`config.mk`:
```
export PLATFORM = sky130hd
export DESIGN_NAME = dac_sample_feeder
export DESIGN_NICKNAME = d
export VERILOG_FILES = /design/src/rtl/dds_pkg.sv /design/src/rtl/sync_fifo_fwft.sv /design/src/rtl/dac_sample_feeder.sv
export SDC_FILE = /design/constraint.sdc
export NUM_CORES = 1
export LEC_CHECK = 0
export BUFFER_PORTS_ARGS = -buffer_cell sky130_fd_sc_hd__buf_2
export CAP_MARGIN = 20
export CELL_PAD_IN_SITES_DETAIL_PLACEMENT = 2
export CELL_PAD_IN_SITES_GLOBAL_PLACEMENT = 2
export CORE_MARGIN = 2
export CORE_UTILIZATION = 40
export CTS_CLUSTER_DIAMETER = 200
export DETAILED_ROUTE_END_ITERATION = 10
export PLACE_DENSITY_LB_ADDON = 0.1
export SLEW_MARGIN = 20
export SYNTH_ARGS = -nofsm -noshare
export SYNTH_HDL_FRONTEND = slang
export SYNTH_SLANG_ARGS = --single-unit
```
`constraint.sdc`:
```
create_clock -name PLL_CLK -period 8.3 [get_ports PLL_CLK]
set_input_delay 0 -clock PLL_CLK [delete_from_list [all_inputs] [get_ports PLL_CLK]]
set_output_delay 0 -clock PLL_CLK [all_outputs]
set_load 0.02 [all_outputs]
```
`src/rtl/dds_pkg.sv`:
```
// dds_pkg: shared types and sample-format helpers for the DAC sample feeder.
`default_nettype none

package dds_pkg;

  typedef enum logic [1:0] {
    ST_IDLE  = 2'd0,
    ST_PRIME = 2'd1,
    ST_RUN   = 2'd2
  } feeder_state_t;

  // Idle DAC code: zero volts in the chosen output format.
  function automatic logic [31:0] mid_val(input int unsigned dw, input bit offbin);
    return offbin ? (32'd1 << (dw - 1)) : 32'd0;
  endfunction

  // Offset-binary is two's complement with the sign bit flipped.
  function automatic logic [31:0] to_dac(input logic [31:0] d, input int unsigned dw,
                                         input bit offbin);
    return d ^ mid_val(dw, offbin);
  endfunction

endpackage

`default_nettype wire

```
`src/rtl/sync_fifo_fwft.sv`:
```
// sync_fifo_fwft: first-word-fall-through FIFO, wrap-bit pointers, occupancy and flush.
`default_nettype none

module sync_fifo_fwft #(
  parameter int DW    = 10,
  parameter int DEPTH = 8
) (
  input  logic                     PLL_CLK,
  input  logic                     RESETn,
  input  logic                     i_push,
  input  logic [DW-1:0]            i_data,
  input  logic                     i_pop,
  input  logic                     i_flush,
  output logic [DW-1:0]            o_head,
  output logic                     o_full,
  output logic                     o_empty,
  output logic [$clog2(DEPTH):0]   o_level
);

  localparam int AW = $clog2(DEPTH);
  localparam logic [AW:0] c_one = (AW + 1)'(1);

  logic [DW-1:0] r_mem [DEPTH];
  logic [AW:0]   r_wr;
  logic [AW:0]   r_rd;
  logic          w_push;
  logic          w_pop;

  // A flush discards any push arriving in the same cycle.
  assign w_push = i_push & ~o_full & ~i_flush;
  assign w_pop  = i_pop & ~o_empty & ~i_flush;

  always_ff @(posedge PLL_CLK or negedge RESETn) begin
    if (!RESETn) begin
      r_wr <= '0;
      r_rd <= '0;
    end else if (i_flush) begin
      r_wr <= '0;
      r_rd <= '0;
    end else begin
      if (w_push) r_wr <= r_wr + c_one;
      if (w_pop)  r_rd <= r_rd + c_one;
    end
  end

  always_ff @(posedge PLL_CLK) begin
    if (w_push) r_mem[r_wr[AW-1:0]] <= i_data;
  end

  assign o_head  = r_mem[r_rd[AW-1:0]];
  assign o_empty = (r_wr == r_rd);
  assign o_full  = (r_wr[AW] != r_rd[AW]) && (r_wr[AW-1:0] == r_rd[AW-1:0]);
  assign o_level = r_wr - r_rd;

endmodule

`default_nettype wire

```
`src/rtl/dac_sample_feeder.sv`:
```
// dac_sample_feeder: buffers DDS samples and presents them on the DAC bus on Dac_CLK-aligned
// slots tracked by an internal phase bit (mirror of Fg_CLK).
`default_nettype none

module dac_sample_feeder
  import dds_pkg::*;
#(
  parameter int DW         = 10,
  parameter int DEPTH      = 8,
  parameter int PRIME_LVL  = 4,
  parameter int OUT_OFFBIN = 1,
  parameter int UFLOW_HOLD = 1
) (
  input  logic                     PLL_CLK,
  input  logic                     RESETn,
  input  logic                     en,
  input  logic                     s_valid,
  input  logic [DW-1:0]            s_data,
  output logic                     s_ready,
  output logic [DW-1:0]            dac_data,
  output logic                     uflow,
  input  logic                     uflow_clr,
  output logic [$clog2(DEPTH):0]   level
);

  localparam int LW = $clog2(DEPTH) + 1;
  localparam logic [DW-1:0] c_mid = DW'(mid_val(DW, OUT_OFFBIN != 0));
  localparam logic [LW-1:0] c_prime = LW'(PRIME_LVL);

  feeder_state_t r_state;
  feeder_state_t w_state_nxt;
  logic          r_ph;
  logic [DW-1:0] r_dac;
  logic [DW-1:0] w_dac_nxt;
  logic          r_uflow;
  logic          w_uflow_set;
  logic          w_pop;
  logic          w_flush;
  logic [DW-1:0] w_head;
  logic [DW-1:0] w_head_dac;
  logic          w_full;
  logic          w_empty;
  logic [LW-1:0] w_level;

  sync_fifo_fwft #(
    .DW    (DW),
    .DEPTH (DEPTH)
  ) u_fifo (
    .PLL_CLK (PLL_CLK),
    .RESETn  (RESETn),
    .i_push  (s_valid),
    .i_data  (s_data),
    .i_pop   (w_pop),
    .i_flush (w_flush),
    .o_head  (w_head),
    .o_full  (w_full),
    .o_empty (w_empty),
    .o_level (w_level)
  );

  assign w_head_dac = DW'(to_dac(32'(w_head), DW, OUT_OFFBIN != 0));

  // Flushing only outside IDLE lets the FIFO be pre-loaded while the stream is disabled.
  always_comb begin
    w_state_nxt = r_state;
    w_dac_nxt   = r_dac;
    w_pop       = 1'b0;
    w_flush     = 1'b0;
    w_uflow_set = 1'b0;
    if (!en && (r_state != ST_IDLE)) begin
      w_flush = 1'b1;
      if (r_ph) begin
        w_dac_nxt   = c_mid;
        w_state_nxt = ST_IDLE;
      end
    end else begin
      case (r_state)
        ST_IDLE: begin
          if (en) w_state_nxt = ST_PRIME;
        end
        ST_PRIME: begin
          if (r_ph && (w_level >= c_prime)) begin
            w_pop       = 1'b1;
            w_dac_nxt   = w_head_dac;
            w_state_nxt = ST_RUN;
          end
        end
        ST_RUN: begin
          if (r_ph) begin
            if (!w_empty) begin
              w_pop     = 1'b1;
              w_dac_nxt = w_head_dac;
            end else begin
              w_uflow_set = 1'b1;
              w_dac_nxt   = (UFLOW_HOLD != 0) ? r_dac : c_mid;
              w_state_nxt = ST_PRIME;
            end
          end
        end
        default: w_state_nxt = ST_IDLE;
      endcase
    end
  end

  always_ff @(posedge PLL_CLK or negedge RESETn) begin
    if (!RESETn) begin
      r_ph    <= 1'b0;
      r_state <= ST_IDLE;
      r_dac   <= c_mid;
      r_uflow <= 1'b0;
    end else begin
      r_ph    <= ~r_ph;
      r_state <= w_state_nxt;
      r_dac   <= w_dac_nxt;
      if (w_uflow_set)    r_uflow <= 1'b1;
      else if (uflow_clr) r_uflow <= 1'b0;
    end
  end

  assign s_ready  = ~w_full;
  assign dac_data = r_dac;
  assign uflow    = r_uflow;
  assign level    = w_level;

endmodule

`default_nettype wire

```
=== Yosys cells after proc, flatten, opt, wreduce, memory -nomap -nowiden ===
Memory sizes are Yosys's and may differ from the RTL's.
Index checks and enable logic that the tools add are counted.

* Flip-flop bits (word level): 22
* Memory bits (writable): 80
* Input bits: 15
* Logic and storage cells: 74
* Memories kept: 1

{| class="wikitable"
|+ Memory list
! memory !! depth !! width !! rd ports !! clocked after Yosys merged registers in !! wr ports !! RTL line !! text
|-
| u_fifo.r_mem || 8 || 10 || 1 || 0 || 1 || sync_fifo_fwft.sv:23 || <nowiki>logic [DW-1:0] r_mem [DEPTH];</nowiki>
|}

* Add/subtract/negate cells: 3
* $lt $le $gt $ge: 1
* Equality and inequality tests: 11
* Mux-type cells: 31
* Bitwise gates (word level): 9
* Reductions and logical operators: 12

{| class="wikitable"
|+ Operators by type and width
! cell !! count
|-
| 10-bit 2-to-1 mux || 5
|-
| 10-bit one-hot mux with 2 select lines || 1
|-
| 4-bit 2-to-1 mux || 4
|-
| 1-bit 2-to-1 mux || 13
|-
| 2-bit 2-to-1 mux || 6
|-
| 5-bit AND reduction || 2
|-
| 3-bit inequality test, second input constant || 3
|-
| 4-bit by 1-bit adder with 4-bit output, second input constant || 2
|-
| 2-bit nonzero test || 4
|-
| 2-bit one-hot mux with 3 select lines || 1
|-
| 1-bit NOT || 5
|-
| 1-bit bitwise AND || 4
|-
| 4-bit equality test || 1
|-
| 4-bit by 3-bit greater-or-equal comparator with 1-bit output, second input constant || 1
|-
| 2-bit inequality test, second input constant || 2
|-
| 4-bit subtractor || 1
|-
| 3-bit equality test || 1
|-
| 1-bit logical AND || 3
|-
| 3-bit by 2-bit inequality test with 1-bit output, second input constant || 1
|-
| 3-bit nonzero test || 1
|-
| 2-bit by 1-bit equality test with 1-bit output, second input constant || 1
|-
| 2-bit equality test, second input constant || 1
|-
| 2-bit zero test || 1
|-
| 1-bit one-hot mux with 2 select lines || 1
|-
| 2 further kinds || 2
|}

=== Depth between registers and ports, before layout ===
Gate-level depths: netlist of run 1.

* Depth in word-level cells: 10
* Mapped depth: 8
* Mapped depth without buffers: 8

=== Modules after synthesis ===
Synthesis of run 1 repeated with hierarchy kept, for this count alone.

* Cells, all modules: 282
* Area, all modules: 4372.9 µm²

{| class="wikitable"
|+ Modules (own cells, without submodules)
! module !! times used !! cells an instance !! area each (µm²) !! seq. area each (µm²)
|-
| sync_fifo_fwft || 1 || 205 || 3633.5 || 2602.5
|-
| dac_sample_feeder || 1 || 77 || 739.5 || 351.6
|}

=== Least setup slack after synthesis of run 1 ===
Ideal clock, no wire load.

* Path type: reg-to-reg
* Start: register u_fifo.r_rd[1]
* End: memory u_fifo.r_mem[0][0] (enable)
* Library setup time: 390 ps
* Arrival: 2688 ps
* Required time: 7910 ps
* Path slack: 5222 ps
* Stages on the path, launching flop included: 8
* Buffers on the path: 1
* Cell sequence: dfrtp_1 buf_1 inv_1 ha_1 and3_1 a21boi_1 nand3_1 nor3_1

* Longest elaborated chain between the ends: 7

{| class="wikitable"
|+ RTL lines
! what !! RTL line !! text
|-
| start, declared || sync_fifo_fwft.sv:25 || <nowiki>logic [AW:0] r_rd;</nowiki>
|-
| start signal, assigned || sync_fifo_fwft.sv:42 || <nowiki>if (w_pop) r_rd <= r_rd + c_one;</nowiki>
|-
| 3-bit equality test || sync_fifo_fwft.sv:52 || <nowiki>assign o_full = (r_wr[AW] != r_rd[AW]) && (r_wr[AW-1:0] == r_rd[AW-1:0]);</nowiki>
|-
| 1-bit logical AND || sync_fifo_fwft.sv:52 ||
|-
| 1-bit NOT || sync_fifo_fwft.sv:30 || <nowiki>assign w_push = i_push & ~o_full & ~i_flush;</nowiki>
|-
| 1-bit bitwise AND (2 in a row) || sync_fifo_fwft.sv:30 ||
|-
| 1-bit 2-to-1 mux || sync_fifo_fwft.sv:47 || <nowiki>if (w_push) r_mem[r_wr[AW-1:0]] <= i_data;</nowiki>
|-
| 1-bit 2-to-1 mux (implied by the code) || sync_fifo_fwft.sv:47 ||
|-
| end, declared || sync_fifo_fwft.sv:23 ||
|}

No other way between the ends.

=== Worst setup path in the final report of run 1 ===
* Start: register u_fifo.r_rd[1]
* End: memory u_fifo.r_mem[4][1] (enable)

The elaborated chain is that of the path after synthesis.

==> summary.log, run 1 <==
INFO  status         outcome=completed
INFO  logic_synthesis synth-simple-area-share=0.0629
INFO  setup_path     timing.critical_path.slowest_cell_delay=1.05ns
INFO  clock_tree     postCtsSetupBuffers=0
INFO  die            vertical_die_dimension=108um
INFO  timing         final.period_utilization=0.446
INFO  die            rows=38
INFO  setup_path     critical_path_top_delay_cell=dfrtp_1
INFO  pwr            netSwitchingPower=0.000545W
INFO  min_path       min_delay_path_depth=4
INFO  timing         setup_total_negative_slack=0ns
INFO  setup_path     end_kind=register
INFO  placed_design  dp_cells=427
INFO  clock_tree     htree_depth=3
INFO  clock_tree     clk_pin_slew=0.11ns
INFO  finish         final_core_util=0.463
INFO  die            full_die_area=11,700squm
INFO  logic_synthesis share_of_the_synthesized_area_in_the_top_cell_type=0.554
INFO  finish         nets=335
INFO  global_route   global_route_usage_over_all_layers=0.210
INFO  logic_synthesis ys_warn_count=0
INFO  timing         max_slew.worst_pin.slew=1.05ns
INFO  placed_design  final_hpwl_dp=7770um
INFO  finish         area_growth_from_synthesis_to_final_layout=14.3%
INFO  global_route   grt_first_pass_wirelength=16,900um
INFO  timing         slew_headroom=0.297
INFO  pwr            clock_power_share=0.203
INFO  logic_synthesis synth_area_per_cell=16.4squm
INFO  route          drc_errors=0
INFO  die            count_of_pins_on_the_block_boundary=31
INFO  logic_synthesis muxShareOfSynthArea=0.134
INFO  setup_path     cell_chain_critical_path=inv_1 -> ha_1 -> and3_1 -> a21boi_1 -> nand3_1 -> nor2_1
INFO  logic_synthesis area_fraction_in_compound_gates_after_synthesis=0.0571
INFO  pwr            sw_frac_of_total=0.364
INFO  setup_path     worstSetupPathType=reg2reg
INFO  timing         number_of_hold_violations_in_the_final_report=0
INFO  global_route   antenna_found_initial=0
INFO  setup_path     critical_path_cell_count=6
INFO  clock_tree     max-clock-path-buffers=2
INFO  pwr            combPwrFrac=0.346
INFO  logic_synthesis adder_and_majority_gate_portion_of_the_synthesized_area=0.0277
INFO  logic_synthesis synth_top_cells_by_area=edfxtp_1 (55%), dfrtp_1 (12%), mux4_2 (10%)
INFO  finish         seqCellArea=2950squm
INFO  clock_tree     worst_skew_pair.late_latency=0.39ns
INFO  pwr            worst_voltage_drop_across_the_vdd_grid=0.000155V
INFO  route          routed_wirelength=11,300um
INFO  global_route   grt_max_degree=25
INFO  logic_synthesis seq_area_frac_synth=0.681
INFO  placed_design  place_congestion=0.796
INFO  route          route.vias.total=2,439
INFO  logic_synthesis synth-xor-area-share=0.0179
INFO  die            coreArea=10,700squm
INFO  timing         finClkSkew=0.0126ns
INFO  route          drt_pass1_iterations=4
INFO  setup_path     worstPathBufferInverterCount=1
INFO  logic_synthesis post_synthesis_cells=264
INFO  logic_synthesis synth_top_family_by_area=multiplexers
INFO  timing         final-setup-viol-count=0
INFO  finish         antenna_cells_inserted=0
INFO  pwr            sequentialPowerShare=0.451
INFO  finish         nFillCells=1,023
INFO  placed_design  place_area=4650squm
INFO  pwr            power-per-cell-area=302nW/um^2
INFO  setup_path     worstPathArrival=3.73ns
INFO  global_route   via_count_of_the_first_global_routing_pass=2,711
INFO  finish         post_route_cells_drive_above_1_share=0.275
INFO  die            initial_core_util=0.405
INFO  pwr            power.static_leakage=1.78nW
INFO  die            die_x=108um
INFO  setup_path     worst_r2r_path_depth=6
INFO  timing         timing.final.crit_period=3.70ns
INFO  timing         finalHoldWorstSlack=0.142ns
INFO  timing         fmax=270MHz
INFO  run            cap_viol_max_count=0
INFO  global_route   grt_remaining_overflow=0
INFO  finish         multiInputGateArea=1300squm
INFO  timing         rsz_0062_raised_after_global_routing=false
INFO  logic_synthesis synth.distinct_cells=41
INFO  route          post_drt_via_cell_ratio=5.35
INFO  logic_synthesis postSynthRegisterBits=102
INFO  setup_path     critical_path.startpoint_type=register
INFO  clock_tree     tritoncts=done
INFO  route          drtAntennaViolNets=0
INFO  route          avgRoutedWirePerCell=24.7um
INFO  clock_tree     clock_sink_count=102
INFO  setup_path     path_delay_family=simple AND/OR/NAND/NOR gates
INFO  clock_tree     cts_root_cell=clkbuf_8
INFO  logic_synthesis number_of_nets_produced_by_synthesis=288
INFO  setup_path     crit_required=8.32ns
INFO  route          drt_iter0_markers=232
INFO  finish         final_cell_count_no_fill=456
INFO  pwr            internal-power=0.000954W
INFO  timing         timing.final.max_slew_violations=0
INFO  min_path       worstHoldPathType=in2reg
INFO  logic_synthesis syn-cell-area=4340squm
INFO  clock_tree     cts_buffers=9
INFO  finish         post-route-cell-area=4960squm
INFO  placed_design  buffer_ports.inserted=30
INFO  logic_synthesis synthDominantAreaCellType=edfxtp_1
INFO  setup_path     crit_fanout=24
[flip-flops by register name, summed over array words and instances, names as in the netlist]
name	count
dac_data	10
r_ph	1
r_state	2
u_fifo.r_mem	80
u_fifo.r_rd	4
u_fifo.r_wr	4
uflow	1
[layout by cell type, fill, tap and decap left out, types with 2 or more instances in the layout]
cell type / Yosys / final
inv_6: 0 / 2
mux2i_1: 2 / 2
mux4_2: 20 / 20
inv_1: 10 / 10
nor3_1: 2 / 2
nand2_1: 29 / 29
xnor2_1: 5 / 5
buf_4: 0 / 4
edfxtp_1: 80 / 80
nand3_1: 5 / 5
mux2_2: 10 / 10
a31o_1: 2 / 2
ha_1: 8 / 8
inv_8: 0 / 2
xor2_1: 2 / 2
and3_1: 2 / 2
buf_2: 2 / 30
nor2_1: 16 / 16
o2111ai_1: 2 / 2
dfrtp_1: 21 / 21
dlygate4sd3_1: 0 / 13
clkbuf_8: 0 / 9
a21oi_1: 15 / 15
clkinv_1: 0 / 2
nand4_1: 2 / 2
[cells in the mapped netlist]
cell / count
edfxtp_1: 80
nand2_1: 29
dfrtp_1: 21
mux4_2: 20
nor2_1: 16
a21oi_1: 15
inv_1: 10
mux2_2: 10
ha_1: 8
clkbuf_1: 7
nand3_1: 5
xnor2_1: 5
a31o_1: 2
and3_1: 2
buf_1: 2
buf_2: 2
mux2i_1: 2
nand4_1: 2
nor3_1: 2
o2111ai_1: 2
xor2_1: 2
a211oi_1: 1
a211oi_2: 1
a21boi_1: 1
a21o_1: 1
a22o_1: 1
dfstp_2: 1
fa_1: 1
nand2b_1: 1
nand3b_1: 1
nor4b_4: 1
o211ai_1: 1
o211ai_4: 1
o21ai_0: 1
o21bai_2: 1
o221a_2: 1
o31ai_1: 1
o31ai_4: 1
o32ai_1: 1
or2_2: 1
xor2_2: 1
[power groups by stage]
stage | clock, W | combinational, W | sequential (W)
6_report | 0.000304 | 0.000519 | 0.000677
5_1_grt | 0.000329 | 0.000564 | 0.000686
4_1_cts | 0.000315 | 0.000526 | 0.000678
3_5_place_dp | 0 | 0.000520 | 0.000689
3_3_place_gp | 0 | 0.000507 | 0.000685
2_1_floorplan | 0 | 0.000333 | 0.000701
[cell families (layout without fill, tap and decap cells)]
logic type / Yosys count / after routing
adder cells (fa/ha/maj): 9 / 9
buffers and inverters: 21 / 73
multiplexers: 32 / 32
XOR/XNOR: 8 / 8
AND/OR/NAND/NOR: 60 / 60
AO/OA/AOI/OAI: 32 / 32
flip-flops: 102 / 102
[final cells by class]
class                   instances  share of cell area
repair buffers                 47              0.0626
inverters                      10             0.00757
clock buffers                   9              0.0250
well taps                     140              0.0353
multi-input cells             141               0.262
flip-flops and latches        102               0.596
clock inverters                 7              0.0111
[metrics by stage]
stage                     worst slack (ns)  total power, W
after floorplan                       5.22         0.00103
after global placement                4.67         0.00119
after detailed placement              4.57         0.00121
after CTS                             4.56         0.00152
after global routing                  4.30         0.00158
final                                 4.60         0.00150
[path summary, 6_finish.rpt]
path / slack (ns) / startpoint / to
min: 0.14 / s_valid / u_fifo.r_wr[0]
min reg2reg: 0.51 / dac_data[1] / dac_data[1]
max reg2reg: 4.60 / u_fifo.r_rd[1] / u_fifo.r_mem[4][1]
max in group asynchronous: 7.72 / RESETn / dac_data[7]
min in group asynchronous: 0.16 / RESETn / dac_data[6]
max: 4.60 / u_fifo.r_rd[1] / u_fifo.r_mem[4][1]
[layer usage]
layer	vias up	routed length (um)	GRT usage
met1	1278	5270	0.285
met2	49	5510	0.345
met4	0	146	0.0641
li1	1100	-	-
met3	12	345	0.0416
met5	-	0	0
[worst min-delay path: cells and delay by family]
family	cells	cell delay, ns
compound gates	1	0.20
xor+xnor	1	0.16
buf+inv	1	0.10
simple gates	1	0.04
[repair_timing]
action                                 in CTS  in global routing
resized for setup                           0                  0
endpoints found under the hold margin     103                  0
hold buffers                               13                  0
setup endpoints to repair                   0                  0
Note: power is estimated with default switching activity, not from simulation.
==> inputs of run 2 (changes only) <==
Clock period 8.3 ns to 3.1 ns, I/O delays scaled along.
==> summary.log, run 2 (same netlist as run 1, synthesis figures left out) <==
INFO  setup_path     critical_path_top_delay_cell=dfrtp_1 [unchanged]
INFO  clock_tree     worst_skew_pair.late_latency=0.36ns [was 0.39 ns]
INFO  setup_path     crit_fanout=10 [was 24]
INFO  route          post_drt_via_cell_ratio=5.24 [was 5.35]
INFO  route          drtAntennaViolNets=0 [unchanged]
INFO  global_route   global_route_usage_over_all_layers=0.197 [was 0.210]
INFO  route          avgRoutedWirePerCell=22.1um [was 24.7 um]
INFO  die            full_die_area=11,700squm [unchanged]
INFO  setup_path     worst_setup_path_endpoint=dac_data[4] [was u_fifo.r_mem[4][1]]
INFO  timing         slew_headroom=0.578 [was 0.297]
INFO  route          route.vias.total=2,463 [was 2,439]
INFO  die            die_x=108um [unchanged]
INFO  setup_path     worstPathArrival=2.93ns [was 3.73 ns]
INFO  placed_design  place_congestion=0.732 [was 0.796]
INFO  die            coreArea=10,700squm [unchanged]
INFO  clock_tree     clock_sink_count=102 [unchanged]
INFO  timing         setup_total_negative_slack=0ns [unchanged]
INFO  finish         area_growth_from_synthesis_to_final_layout=16.5% [was 14.3%]
INFO  timing         max_slew.worst_pin.slew=0.634ns [was 1.05 ns]
INFO  setup_path     worst_r2r_path_depth=8 [was 6]
INFO  clock_tree     htree_depth=3 [unchanged]
INFO  finish         nets=349 [was 335]
INFO  setup_path     startpoint_of_the_worst_setup_timing_path=u_fifo.r_wr[0] [was u_fifo.r_rd[1]]
INFO  setup_path     critical_path.startpoint_type=register [unchanged]
INFO  timing         final-setup-viol-count=0 [unchanged]
INFO  setup_path     worst-r2r-setup-slack=0.41ns [was 4.60 ns]
INFO  setup_path     timing.critical_path.slowest_cell_delay=0.46ns [was 1.05 ns]
INFO  global_route   via_count_of_the_first_global_routing_pass=2,723 [was 2,711]
INFO  status         outcome=completed [unchanged]
INFO  global_route   grt_max_degree=24 [was 25]
INFO  global_route   grt_remaining_overflow=0 [unchanged]
INFO  clock_tree     cts_buffers=9 [unchanged]
INFO  timing         fmax=371MHz [was 270 MHz]
INFO  setup_path     crit-reg2reg-launch=u_fifo.r_wr[0] [was u_fifo.r_rd[1]]
INFO  timing         final.period_utilization=0.868 [was 0.446]
INFO  clock_tree     tritoncts=done [unchanged]
INFO  clock_tree     clk_pin_slew=0.10ns [was 0.11 ns]
INFO  route          routed_wirelength=10,400um [was 11,300 um]
INFO  die            count_of_pins_on_the_block_boundary=31 [unchanged]
INFO  setup_path     crit_required=3.34ns [was 8.32 ns]
INFO  global_route   grt_first_pass_wirelength=16,100um [was 16,900 um]
INFO  finish         antenna_cells_inserted=0 [unchanged]
INFO  timing         number_of_hold_violations_in_the_final_report=0 [unchanged]
INFO  setup_path     end_kind=register [unchanged]
INFO  finish         final_core_util=0.472 [was 0.463]
INFO  finish         nFillCells=1,018 [was 1,023]
INFO  timing         rsz_0062_raised_after_global_routing=false [unchanged]
INFO  finish         layout_common_cells=edfxtp_1 (80), buf_2 (30), nand2_1 (29) [unchanged]
INFO  setup_path     reg2reg_capture_point=dac_data[4] [was u_fifo.r_mem[4][1]]
INFO  pwr            power-per-cell-area=781nW/um^2 [was 302 nW/um^2]
INFO  die            initial_core_util=0.405 [unchanged]
INFO  timing         timing.final.crit_period=2.69ns [was 3.70 ns]
INFO  clock_tree     post_cts_resized=0 [unchanged]
INFO  clock_tree     max-clock-path-buffers=2 [unchanged]
INFO  finish         seqCellArea=2950squm [unchanged]
INFO  run            cap_viol_max_count=0 [unchanged]
INFO  global_route   antenna_found_initial=0 [unchanged]
INFO  finish         largest_register_ffs=80 [unchanged]
INFO  route          drc_errors=0 [unchanged]
INFO  die            vertical_die_dimension=108um [unchanged]
INFO  route          drt_pass1_iterations=4 [unchanged]
INFO  clock_tree     cts_root_cell=clkbuf_8 [unchanged]
INFO  timing         finClkSkew=0.0141ns [was 0.0126 ns]
INFO  pwr            power.static_leakage=1.85nW [was 1.78 nW]
INFO  die            rows=38 [unchanged]
INFO  timing         timing.final.max_slew_violations=0 [unchanged]
INFO  finish         final_common_cell=edfxtp_1 [unchanged]
INFO  placed_design  buffer_ports.inserted=30 [unchanged]
INFO  pwr            worst_voltage_drop_across_the_vdd_grid=0.000383V [was 0.000155 V]
INFO  finish         multiInputGateArea=1300squm [unchanged]
INFO  min_path       worstHoldPathType=in2async [was in2reg]
INFO  finish         post_route_cells_drive_above_1_share=0.303 [was 0.275]
INFO  setup_path     worstSetupPathType=reg2reg [unchanged]
INFO  route          drt_iter0_markers=93 [was 232]
INFO  placed_design  final_hpwl_dp=7250um [was 7770 um]
INFO  setup_path     cell_chain_critical_path=inv_1 -> ha_1 -> fa_1 -> xnor2_1 -> a211oi_2 -> o21bai_2 -> o211ai_4 -> mux2_2 [was inv_1 -> ha_1 -> and3_1 -> a21boi_1 -> nand3_1 -> nor2_1]
==> run 2: cell count changes in the layout (fill, tap and decap cells not counted), sizes merged <==
cell / change
buf: +14
inv: -4
clkbuf: +3
clkinvlp: -1
clkinv: +2
==> run 2: worst max-delay path, delay by kind of cell, from the launching register on <==
| kind | cells | cell delay [ns] |
|---|---|---|
| flops | 1 | 0.46 |
| fa+ha+maj | 2 | 0.60 |
| buf+inv | 1 | 0.09 |
| xor+xnor | 1 | 0.22 |
| compound gates | 3 | 0.79 |
| mux | 1 | 0.40 |
==> run 2: how the worst min path moves through the flow <==
stage / slack, ns / cells past startpoint / to
after global routing: 0.22 / 2 / dac_data[3]
after global placement: 0.05 / 1 / dac_data[3]
after floorplan: -0.30 / 0 / dac_data[0]
after detailed placement: 0.06 / 1 / dac_data[3]
after CTS: 0.20 / 2 / dac_data[3]
final: 0.19 / 2 / dac_data[3]
==> run 2: layout make-up <==
type	instances	area share
multi-input cells	141	0.258
clock buffers	12	0.0287
inverters	10	0.00743
clock inverters	4	0.00446
flip-flops and latches	102	0.585
well taps	140	0.0347
repair buffers	61	0.0822
==> run 2: repair_timing <==
item / 4_1_cts / 5_1_grt
endpoints found under the hold margin: 103 / 0
buffers inserted: 0 / 0
hold buffers: 13 / 0
==> run 2: where the power goes <==
| part | internal (W) | switching, W |
|---|---|---|
| registers | 0.00169 | 0.000106 |
| logic | 0.000578 | 0.000831 |
| clock network | 0.000311 | 0.000423 |
| total | 0.00258 | 0.00136 |
==> run 2: metrics by stage <==
stage / hold slack, ns / total power, W / cell area, sq um / instances / setup slack [ns]
4_1_cts: 0.196 / 0.00401 / 5050 / 470 / 0.384
5_1_grt: 0.224 / 0.00418 / 5050 / 470 / 0.237
3_3_place_gp: 0.0547 / 0.00321 / 4750 / 441 / 0.437
6_report: 0.194 / 0.00394 / 5050 / 470 / 0.408
3_5_place_dp: 0.0614 / 0.00326 / 4750 / 441 / 0.387
2_1_floorplan: -0.296 / 0.00277 / 4340 / 264 / 0.0220
==> run 2: routing by layer <==
| metal | wire [um] | vias up | part of all wire | GRT usage |
|---|---|---|---|---|
| li1 | - | 1127 | - | - |
| met1 | 4420 | 1284 | 0.43 | 0.240 |
| met2 | 5510 | 45 | 0.53 | 0.349 |
| met3 | 346 | 7 | 0.033 | 0.0446 |
| met4 | 120 | 0 | 0.012 | 0.0604 |
| met5 | 0 | - | 0 | 0 |
